<file path="config.mk">
export PLATFORM = sky130hd
export DESIGN_NAME = gpr_file_flat
export DESIGN_NICKNAME = d
export VERILOG_FILES = /design/src/rtl/gpr_file_if.sv /design/src/rtl/gpr_file.sv /design/src/flat_wrapper.sv
export SDC_FILE = /design/constraint.sdc
export NUM_CORES = 2
export LEC_CHECK = 0
export CAP_MARGIN = 20
export CORE_MARGIN = 2
export CORE_UTILIZATION = 50
export CTS_BUF_LIST = sky130_fd_sc_hd__clkbuf_8
export DETAILED_ROUTE_END_ITERATION = 10
export GPL_TIMING_DRIVEN = 0
export PLACE_DENSITY_LB_ADDON = 0.1
export SLEW_MARGIN = 10
export SYNTH_ARGS = -nofsm -noshare
export SYNTH_HDL_FRONTEND = slang
export SYNTH_SLANG_ARGS = --single-unit
export TNS_END_PERCENT = 100
</file>
<file path="constraint.sdc">
create_clock -name i_clk -period 2.62 [get_ports i_clk]
set_clock_uncertainty 0.1 [all_clocks]
set_input_delay 0.524 -clock i_clk [delete_from_list [all_inputs] [get_ports i_clk]]
set_output_delay 0.524 -clock i_clk [all_outputs]
set_load 0.01 [all_outputs]
</file>
<file path="src/rtl/gpr_file_if.sv">
// Register-file bus between the pipeline (master: ID read, WB write, debug read) and gpr_file (slave).
interface gpr_file_if #(
    parameter int DATA_WIDTH = 32,
    parameter int ADDR_WIDTH = 5
);
    logic [ADDR_WIDTH-1:0] id_raddr1;
    logic [ADDR_WIDTH-1:0] id_raddr2;
    logic [DATA_WIDTH-1:0] id_rdata1;
    logic [DATA_WIDTH-1:0] id_rdata2;
    logic                  wb_we;
    logic [ADDR_WIDTH-1:0] wb_waddr;
    logic [DATA_WIDTH-1:0] wb_wdata;
    logic                  wb_hi_we;
    logic [DATA_WIDTH-1:0] wb_hi_wdata;
    logic                  wb_lo_we;
    logic [DATA_WIDTH-1:0] wb_lo_wdata;
    logic [DATA_WIDTH-1:0] hi;
    logic [DATA_WIDTH-1:0] lo;
    logic [ADDR_WIDTH-1:0] dbg_raddr;
    logic [DATA_WIDTH-1:0] dbg_rdata;

    // No handshake: every write is accepted in its own cycle, reads are combinational.
    modport master (
        output id_raddr1, id_raddr2, wb_we, wb_waddr, wb_wdata,
               wb_hi_we, wb_hi_wdata, wb_lo_we, wb_lo_wdata, dbg_raddr,
        input  id_rdata1, id_rdata2, hi, lo, dbg_rdata
    );

    modport slave (
        input  id_raddr1, id_raddr2, wb_we, wb_waddr, wb_wdata,
               wb_hi_we, wb_hi_wdata, wb_lo_we, wb_lo_wdata, dbg_raddr,
        output id_rdata1, id_rdata2, hi, lo, dbg_rdata
    );
endinterface

</file>
<file path="src/rtl/gpr_file.sv">
// Architectural GPR file with HI/LO; register 0 reads as zero and has no storage.
// Define GPR_WRITE_THROUGH_EN to forward same-cycle WB writes onto the ID and HI/LO reads.
module gpr_file #(
    parameter int DATA_WIDTH = 32,
    parameter int ADDR_WIDTH = 5
) (
    input  logic        i_clk,
    input  logic        i_rst_n,
    gpr_file_if.slave   bus
);
    localparam int NREG = 2 ** ADDR_WIDTH;

    logic [DATA_WIDTH-1:0] regs [1:NREG-1];
    logic [DATA_WIDTH-1:0] hi_q;
    logic [DATA_WIDTH-1:0] lo_q;
    logic [DATA_WIDTH-1:0] rd1;
    logic [DATA_WIDTH-1:0] rd2;
    logic [DATA_WIDTH-1:0] dbg;
    logic [DATA_WIDTH-1:0] hi_out;
    logic [DATA_WIDTH-1:0] lo_out;

    always_ff @(posedge i_clk or negedge i_rst_n) begin
        if (!i_rst_n) begin
            for (int i = 1; i < NREG; i++) regs[i] <= '0;
            hi_q <= '0;
            lo_q <= '0;
        end else begin
            // waddr/wdata are only looked at when we is high, so junk on them is harmless.
            if (bus.wb_we && (bus.wb_waddr != '0)) regs[bus.wb_waddr] <= bus.wb_wdata;
            if (bus.wb_hi_we) hi_q <= bus.wb_hi_wdata;
            if (bus.wb_lo_we) lo_q <= bus.wb_lo_wdata;
        end
    end

    always_comb begin
        rd1    = '0;
        rd2    = '0;
        dbg    = '0;
        hi_out = hi_q;
        lo_out = lo_q;
        if (bus.id_raddr1 != '0) rd1 = regs[bus.id_raddr1];
        if (bus.id_raddr2 != '0) rd2 = regs[bus.id_raddr2];
        if (bus.dbg_raddr != '0) dbg = regs[bus.dbg_raddr];
`ifdef GPR_WRITE_THROUGH_EN
        // Closes the WB->ID hazard; the debug port deliberately keeps showing stored state.
        if (bus.wb_we && (bus.wb_waddr != '0) && (bus.wb_waddr == bus.id_raddr1)) rd1 = bus.wb_wdata;
        if (bus.wb_we && (bus.wb_waddr != '0) && (bus.wb_waddr == bus.id_raddr2)) rd2 = bus.wb_wdata;
        if (bus.wb_hi_we) hi_out = bus.wb_hi_wdata;
        if (bus.wb_lo_we) lo_out = bus.wb_lo_wdata;
`else
        // Stored values only; ID must stall a cycle on a WB->ID index match.
`endif
    end

    assign bus.id_rdata1 = rd1;
    assign bus.id_rdata2 = rd2;
    assign bus.dbg_rdata = dbg;
    assign bus.hi        = hi_out;
    assign bus.lo        = lo_out;
endmodule

</file>
<file path="src/flat_wrapper.sv">
// flat-port wrapper written by rule: the top's interface ports become plain ports
module gpr_file_flat 
#(
    parameter int DATA_WIDTH = 32,
    parameter int ADDR_WIDTH = 5
)
  (i_clk, i_rst_n, bus_id_raddr1, bus_id_raddr2, bus_wb_we, bus_wb_waddr, bus_wb_wdata, bus_wb_hi_we, bus_wb_hi_wdata, bus_wb_lo_we, bus_wb_lo_wdata, bus_dbg_raddr, bus_id_rdata1, bus_id_rdata2, bus_hi, bus_lo, bus_dbg_rdata);
  gpr_file_if #(.DATA_WIDTH(DATA_WIDTH), .ADDR_WIDTH(ADDR_WIDTH)) bus_i ();
  input  logic i_clk;
  input  logic i_rst_n;
  input wire logic [$bits(bus_i.id_raddr1)-1:0] bus_id_raddr1;
  input wire logic [$bits(bus_i.id_raddr2)-1:0] bus_id_raddr2;
  input wire logic [$bits(bus_i.wb_we)-1:0] bus_wb_we;
  input wire logic [$bits(bus_i.wb_waddr)-1:0] bus_wb_waddr;
  input wire logic [$bits(bus_i.wb_wdata)-1:0] bus_wb_wdata;
  input wire logic [$bits(bus_i.wb_hi_we)-1:0] bus_wb_hi_we;
  input wire logic [$bits(bus_i.wb_hi_wdata)-1:0] bus_wb_hi_wdata;
  input wire logic [$bits(bus_i.wb_lo_we)-1:0] bus_wb_lo_we;
  input wire logic [$bits(bus_i.wb_lo_wdata)-1:0] bus_wb_lo_wdata;
  input wire logic [$bits(bus_i.dbg_raddr)-1:0] bus_dbg_raddr;
  output wire logic [$bits(bus_i.id_rdata1)-1:0] bus_id_rdata1;
  output wire logic [$bits(bus_i.id_rdata2)-1:0] bus_id_rdata2;
  output wire logic [$bits(bus_i.hi)-1:0] bus_hi;
  output wire logic [$bits(bus_i.lo)-1:0] bus_lo;
  output wire logic [$bits(bus_i.dbg_rdata)-1:0] bus_dbg_rdata;
  assign bus_i.id_raddr1 = bus_id_raddr1;
  assign bus_i.id_raddr2 = bus_id_raddr2;
  assign bus_i.wb_we = bus_wb_we;
  assign bus_i.wb_waddr = bus_wb_waddr;
  assign bus_i.wb_wdata = bus_wb_wdata;
  assign bus_i.wb_hi_we = bus_wb_hi_we;
  assign bus_i.wb_hi_wdata = bus_wb_hi_wdata;
  assign bus_i.wb_lo_we = bus_wb_lo_we;
  assign bus_i.wb_lo_wdata = bus_wb_lo_wdata;
  assign bus_i.dbg_raddr = bus_dbg_raddr;
  assign bus_id_rdata1 = bus_i.id_rdata1;
  assign bus_id_rdata2 = bus_i.id_rdata2;
  assign bus_hi = bus_i.hi;
  assign bus_lo = bus_i.lo;
  assign bus_dbg_rdata = bus_i.dbg_rdata;
  gpr_file #(.DATA_WIDTH(DATA_WIDTH), .ADDR_WIDTH(ADDR_WIDTH)) u_core (.i_clk(i_clk), .i_rst_n(i_rst_n), .bus(bus_i));
endmodule
</file>
# Word-level counts from Yosys, hierarchy flattened
# Cells that the tools add are included.
# word_totals
regBits,1056
elab_cells,63
# classes
n_lt_le_gt_ge,5
mux,15
bitwise_logic,4
reduce_logical,6
# ops
op,count
992-bit bitwise mux,1
32-bit binary-select mux with 5-bit select,3
32-bit 2-to-1 mux,10
32-bit demux with 5-bit select,1
"6-bit greater-or-equal comparator, second input constant",4
5-bit inverter with 6-bit output,4
5-bit nonzero test,4
"6-bit by 1-bit < comparator with 1-bit output, second input constant",1
1-bit logical AND,2

# Longest topological paths before layout
# logic_depth
ltp_word,6
ltp_mapped,9
mapped_depth_nobuf,4

# Worst setup path after synthesis
# OpenSTA, ideal clock, no wires.
# synth_path
path_kind,input -> output
start,input port bus_dbg_raddr[1]
end,output port bus_dbg_rdata[21]
t_arrival_ns,1.933
required_ns,1.996
setup_slack_ns,0.063
cell_stages,6
cell_sequence,buf_2 > buf_6 > buf_2 > mux4_2 > a211oi_1 > nor4_2
# synth_between
elab_chain_len,5
word_cells_on_any_way,6
# synth_rtl
item,line_no,rtl
"start, declared",flat_wrapper.sv:20,input wire logic [$bits(bus_i.dbg_raddr)-1:0] bus_dbg_raddr;
5-bit inverter with 6-bit output (not written as such),gpr_file.sv:43,if (bus.dbg_raddr != '0) dbg = regs[bus.dbg_raddr];
32-bit binary-select mux with 5-bit select,gpr_file.sv:43,
32-bit 2-to-1 mux (not written as such) (2 in series),gpr_file.sv:43,
32-bit 2-to-1 mux *,gpr_file.sv:43,
"end, declared",flat_wrapper.sv:25,output wire logic [$bits(bus_i.dbg_rdata)-1:0] bus_dbg_rdata;
# Every way passes the cells marked *; elsewhere a longest branch is shown, timed or not. The select of a mux whose other input is x is not followed.

# Worst setup path after layout
# layout_path
start,input port bus_dbg_raddr[0]
end,output port bus_dbg_rdata[0]
# Same word-level chain as after synthesis.

==> metrics.md <==
| Metric | Value |
|---|---|
| Clock Tree Root | `clkbuf_8` |
| Failing checks | `setup timing` |
| DP Area | `69390 um^2` |
| Global Route Usage Sum | `43.52%` |
| Worst skew pair latency | `0.98 ns` |
| DRT antenna net count | `0` |
| Crit. End Element | `output pin` |
| Avg Inst Size Synth | `12.60 um^2` |
| Mapped Area | `64180 um^2` |
| Drt via density | `7.174` |
| Slowest stage delay, CP | `0.49 ns` |
| DRT iter0 DRCs | `7502` |
| Cells after synthesis | `5092` |
| H-tree depth | `4` |
| Asr flop ratio synth | `100.0%` |
| Fin cells | `7477` |
| Critical path buffers and inverters | `4` |
| Core Util, Final | `61.85%` |
| Max Freq | `0.3016 GHz` |
| I/O Buffers | `272` |
| Reg power frac | `41.5%` |
| Setup TNS | `-52.34 ns` |
| Die Wd | `362.3 um` |
| Relative slew margins | `29.58%` |
| Total internal power | `36180 uW` |
| Critical Path Start | `bus_dbg_raddr[0]` |
| Routed WL per cell | `38.93 um` |
| Syn Nets | `5213` |
| Antenna violations before repair | `10` |
| RR Endpoint | `u_core.regs[814]` |
| Clock Tree Buf Depth | `3` |
| Share of layout cells above drive strength 1 | `50.47%` |
| Combinational share of power | `28.6%` |
| Crit path capture | `bus_dbg_rdata[0]` |
| Reg2reg setup slack | `1.45 ns` |
| Clock Pin Slew Worst Setup and Hold Paths | `0.06 ns` |
| Ordered list of cells on the worst path | `buf_2, buf_6, buf_2, mux2i_1, o22ai_1, nor3_1, nor4_4, buf_2` |
| CP most frequent cell | `buf_2` |
| Die height | `362.3 um` |
| Register area share after synthesis | `41.17%` |
| Largest net degree at the start of global routing | `157` |
| R2r worst-path depth | `3` |
| Die area | `131300 um^2` |
| Worst setup margin | `-0.6956 ns` |
| TritonCTS clock tree | `yes` |
| Core area | `127500 um^2` |
| Endpoints failing setup | `99` |
| Starting Density | `50.33%` |
| Worst EP arrival | `2.69 ns` |
| RSZ-0062 raised after global routing | `true` |
| Slowest CP cell | `nor4_4` |
| CTS Sinks | `1056` |
| Power per standard cell area | `692.4 nW/um^2` |
| Crit path required time | `2.00 ns` |
| Clock power frac | `30.0%` |
| Worst-path maximum fanout | `10` |
| Reported net switching power | `18430 uW` |
| Slew @ Worst Pin | `1.056 ns` |
| Count of cell types in the netlist | `43` |
| Top Ports | `281` |
| Vias | `53638` |
| CP startpoint kind | `input pin` |
| First-pass GRT wire length | `402.5 mm` |
| Critical path depth | `8` |
| Hold slack | `0.03822 ns` |
| # nets final | `5774` |
| Final instance area | `78870 um^2` |
| Final WL | `291.1 mm` |
| YS warnings | `0` |
| Ys flop type | `dfrtp_1` |
| Outcome | `complete, but fails checks` |
| Peak supply drop | `0.6152 mV` |
| FF-to-FF Start | `u_core.regs[814]` |
| HP Class | `input pin to flop` |
| Leakage | `0.03463 uW` |
| Row cnt | `131` |
| Fin. Hold Viols | `0` |
| Max_cap viols | `0` |
| Sw Ratio | `33.74%` |
| Placed Instances | `7046` |
| Pins Over Slew Limit | `0` |
| Layout overhead on the synthesized area | `22.89%` |
| Total gr overflow | `0` |
| Period Utilization, post-route | `126.5%` |
| EDFF count, synth | `0` |
| Number of global-route vias before repair | `53344` |
| Placer Congestion | `1.037` |
| Flops & latches, synth | `1056` |
| Fin crit period | `3.316 ns` |
| Crit path max-delay family | `buffers and inverters` |
| DRC | `0` |
| Drt pass-1 iters | `8` |
| TritonCTS Buffers | `191` |
| Crit Path Class | `input pin to output pin` |
| Post-DP HPWL | `200.6 mm` |
[kinds of logic (layout without fill, tap and decap cells)]
group,count (synthesis),count (layout),synth area share [%]
buffers and inverters,552,1264,4.486
multiplexers,2306,2306,42.20
AND/OR/NAND/NOR,414,414,3.866
AO/OA/AOI/OAI,764,764,8.277
flip-flops,1056,1056,41.17
other,0,11,0
[per-layer routing]
layer | global-route usage, % | up-vias | share of wire [%]
met5 | 0.6659 | - | 0.060
met4 | 33.87 | 10 | 9.7
met3 | 14.20 | 1251 | 12
met2 | 62.48 | 4026 | 42
met1 | 54.07 | 27518 | 37
li1 | - | 20833 | -
[registers in the layout (all words and copies together) (netlist names)]
signal / count
u_core.regs: 992
u_core.bus.hi: 32
u_core.bus.lo: 32
[worst min-delay path by stage]
stage / cells past startpoint / startpoint / slack, ns / to
after floorplan: 0 / i_rst_n / 0.13 / u_core.bus.hi[0]
after global placement: 1 / u_core.bus.hi[6] / 0.39 / u_core.bus.hi[6]
after detailed placement: 1 / i_rst_n / 0.25 / u_core.regs[859]
after CTS: 2 / bus_wb_lo_wdata[13] / 0.02 / u_core.bus.lo[13]
after global routing: 2 / bus_wb_lo_wdata[25] / 0.06 / u_core.bus.lo[25]
final: 2 / bus_wb_lo_wdata[7] / 0.04 / u_core.bus.lo[7]
[power groups by stage]
stage	combinational, uW	clock [uW]	sequential, uW
global placement	12800	0	22500
finish	15600	16400	22600
floorplan	9070	0	21800
CTS	14700	16400	22400
global route	16200	17100	23000
detailed placement	13200	0	22700
[synth_stat cells (6+ instances only)]
cell | instances | share of area [%]
a211oi_1 | 84 | 0.98
a211oi_2 | 10 | 0.19
a21oi_1 | 32 | 0.25
a221o_1 | 32 | 0.50
a221oi_1 | 62 | 0.85
a22oi_1 | 96 | 1.1
buf_1 | 24 | 0.14
buf_2 | 196 | 1.5
buf_4 | 93 | 1.1
buf_6 | 19 | 0.33
clkbuf_1 | 212 | 1.2
dfrtp_1 | 1056 | 41
mux2_1 | 10 | 0.18
mux2_2 | 1270 | 22
mux2i_1 | 834 | 13
mux4_2 | 192 | 6.7
nand2_1 | 23 | 0.13
nand2b_1 | 10 | 0.097
nand3b_1 | 8 | 0.094
nor2_1 | 15 | 0.088
nor2b_1 | 39 | 0.38
nor3_1 | 193 | 1.5
nor4_2 | 32 | 0.62
o22ai_1 | 446 | 4.3
or2_2 | 6 | 0.058
or3_1 | 62 | 0.60
[layout make-up]
cell class | instances | area [um^2]
fillers | 10255 | 48650
multi-input cells | 3484 | 38700
flip-flops and latches | 1056 | 26430
plain buffers | 544 | 4262
repair buffers | 376 | 3446
clock buffers | 244 | 3358
well taps | 1662 | 2079
clock inverters | 100 | 569.3
diodes | 11 | 27.53
[cells in the final DEF, fill, tap and decap left out, types with 11 or more instances in the layout]
| master | instances |
|---|---|
| o22ai_1 | 384 |
| o22ai_2 | 58 |
| clkbuf_8 | 279 |
| clkbuf_1 | 98 |
| clkdlybuf4s50_1 | 166 |
| buf_6 | 103 |
| dfrtp_1 | 1053 |
| a221oi_1 | 34 |
| diode_2 | 11 |
| or3_4 | 57 |
| mux4_2 | 192 |
| a211oi_2 | 27 |
| nor3_1 | 70 |
| clkinv_2 | 16 |
| nand2_1 | 19 |
| a221oi_2 | 26 |
| mux2_2 | 1187 |
| nor2b_1 | 13 |
| buf_2 | 185 |
| a21oi_4 | 17 |
| mux2i_1 | 831 |
| clkbuf_2 | 25 |
| a211oi_4 | 67 |
| nor3_2 | 118 |
| clkbuf_4 | 54 |
| a22oi_1 | 28 |
| nor2b_4 | 23 |
| buf_8 | 23 |
| nor4_2 | 12 |
| buf_4 | 179 |
| a221o_1 | 32 |
| nor4_4 | 20 |
| buf_12 | 17 |
| nor2_1 | 13 |
| a22oi_2 | 68 |
| mux2_4 | 83 |
| inv_1 | 66 |
[what timing repair did]
item | CTS | global route
pin swaps | 201 | 88
endpoints found under the hold margin | 332 | 79
buffers inserted | 44 | 25
endpoints found under the setup margin | 96 | 633
hold buffers | 8 | 1
cloned | 1 | 5
gates resized for setup | 1470 | 191
[metrics by stage]
stage | power [uW] | setup slack, ns
after floorplan | 30850 | 0.06277
after global placement | 35320 | -48.22
after detailed placement | 35880 | -2.528
after CTS | 53510 | -0.6276
after global routing | 56330 | -0.7249
final | 54610 | -0.6956
No activity file was read; power rests on OpenSTA's default activity.
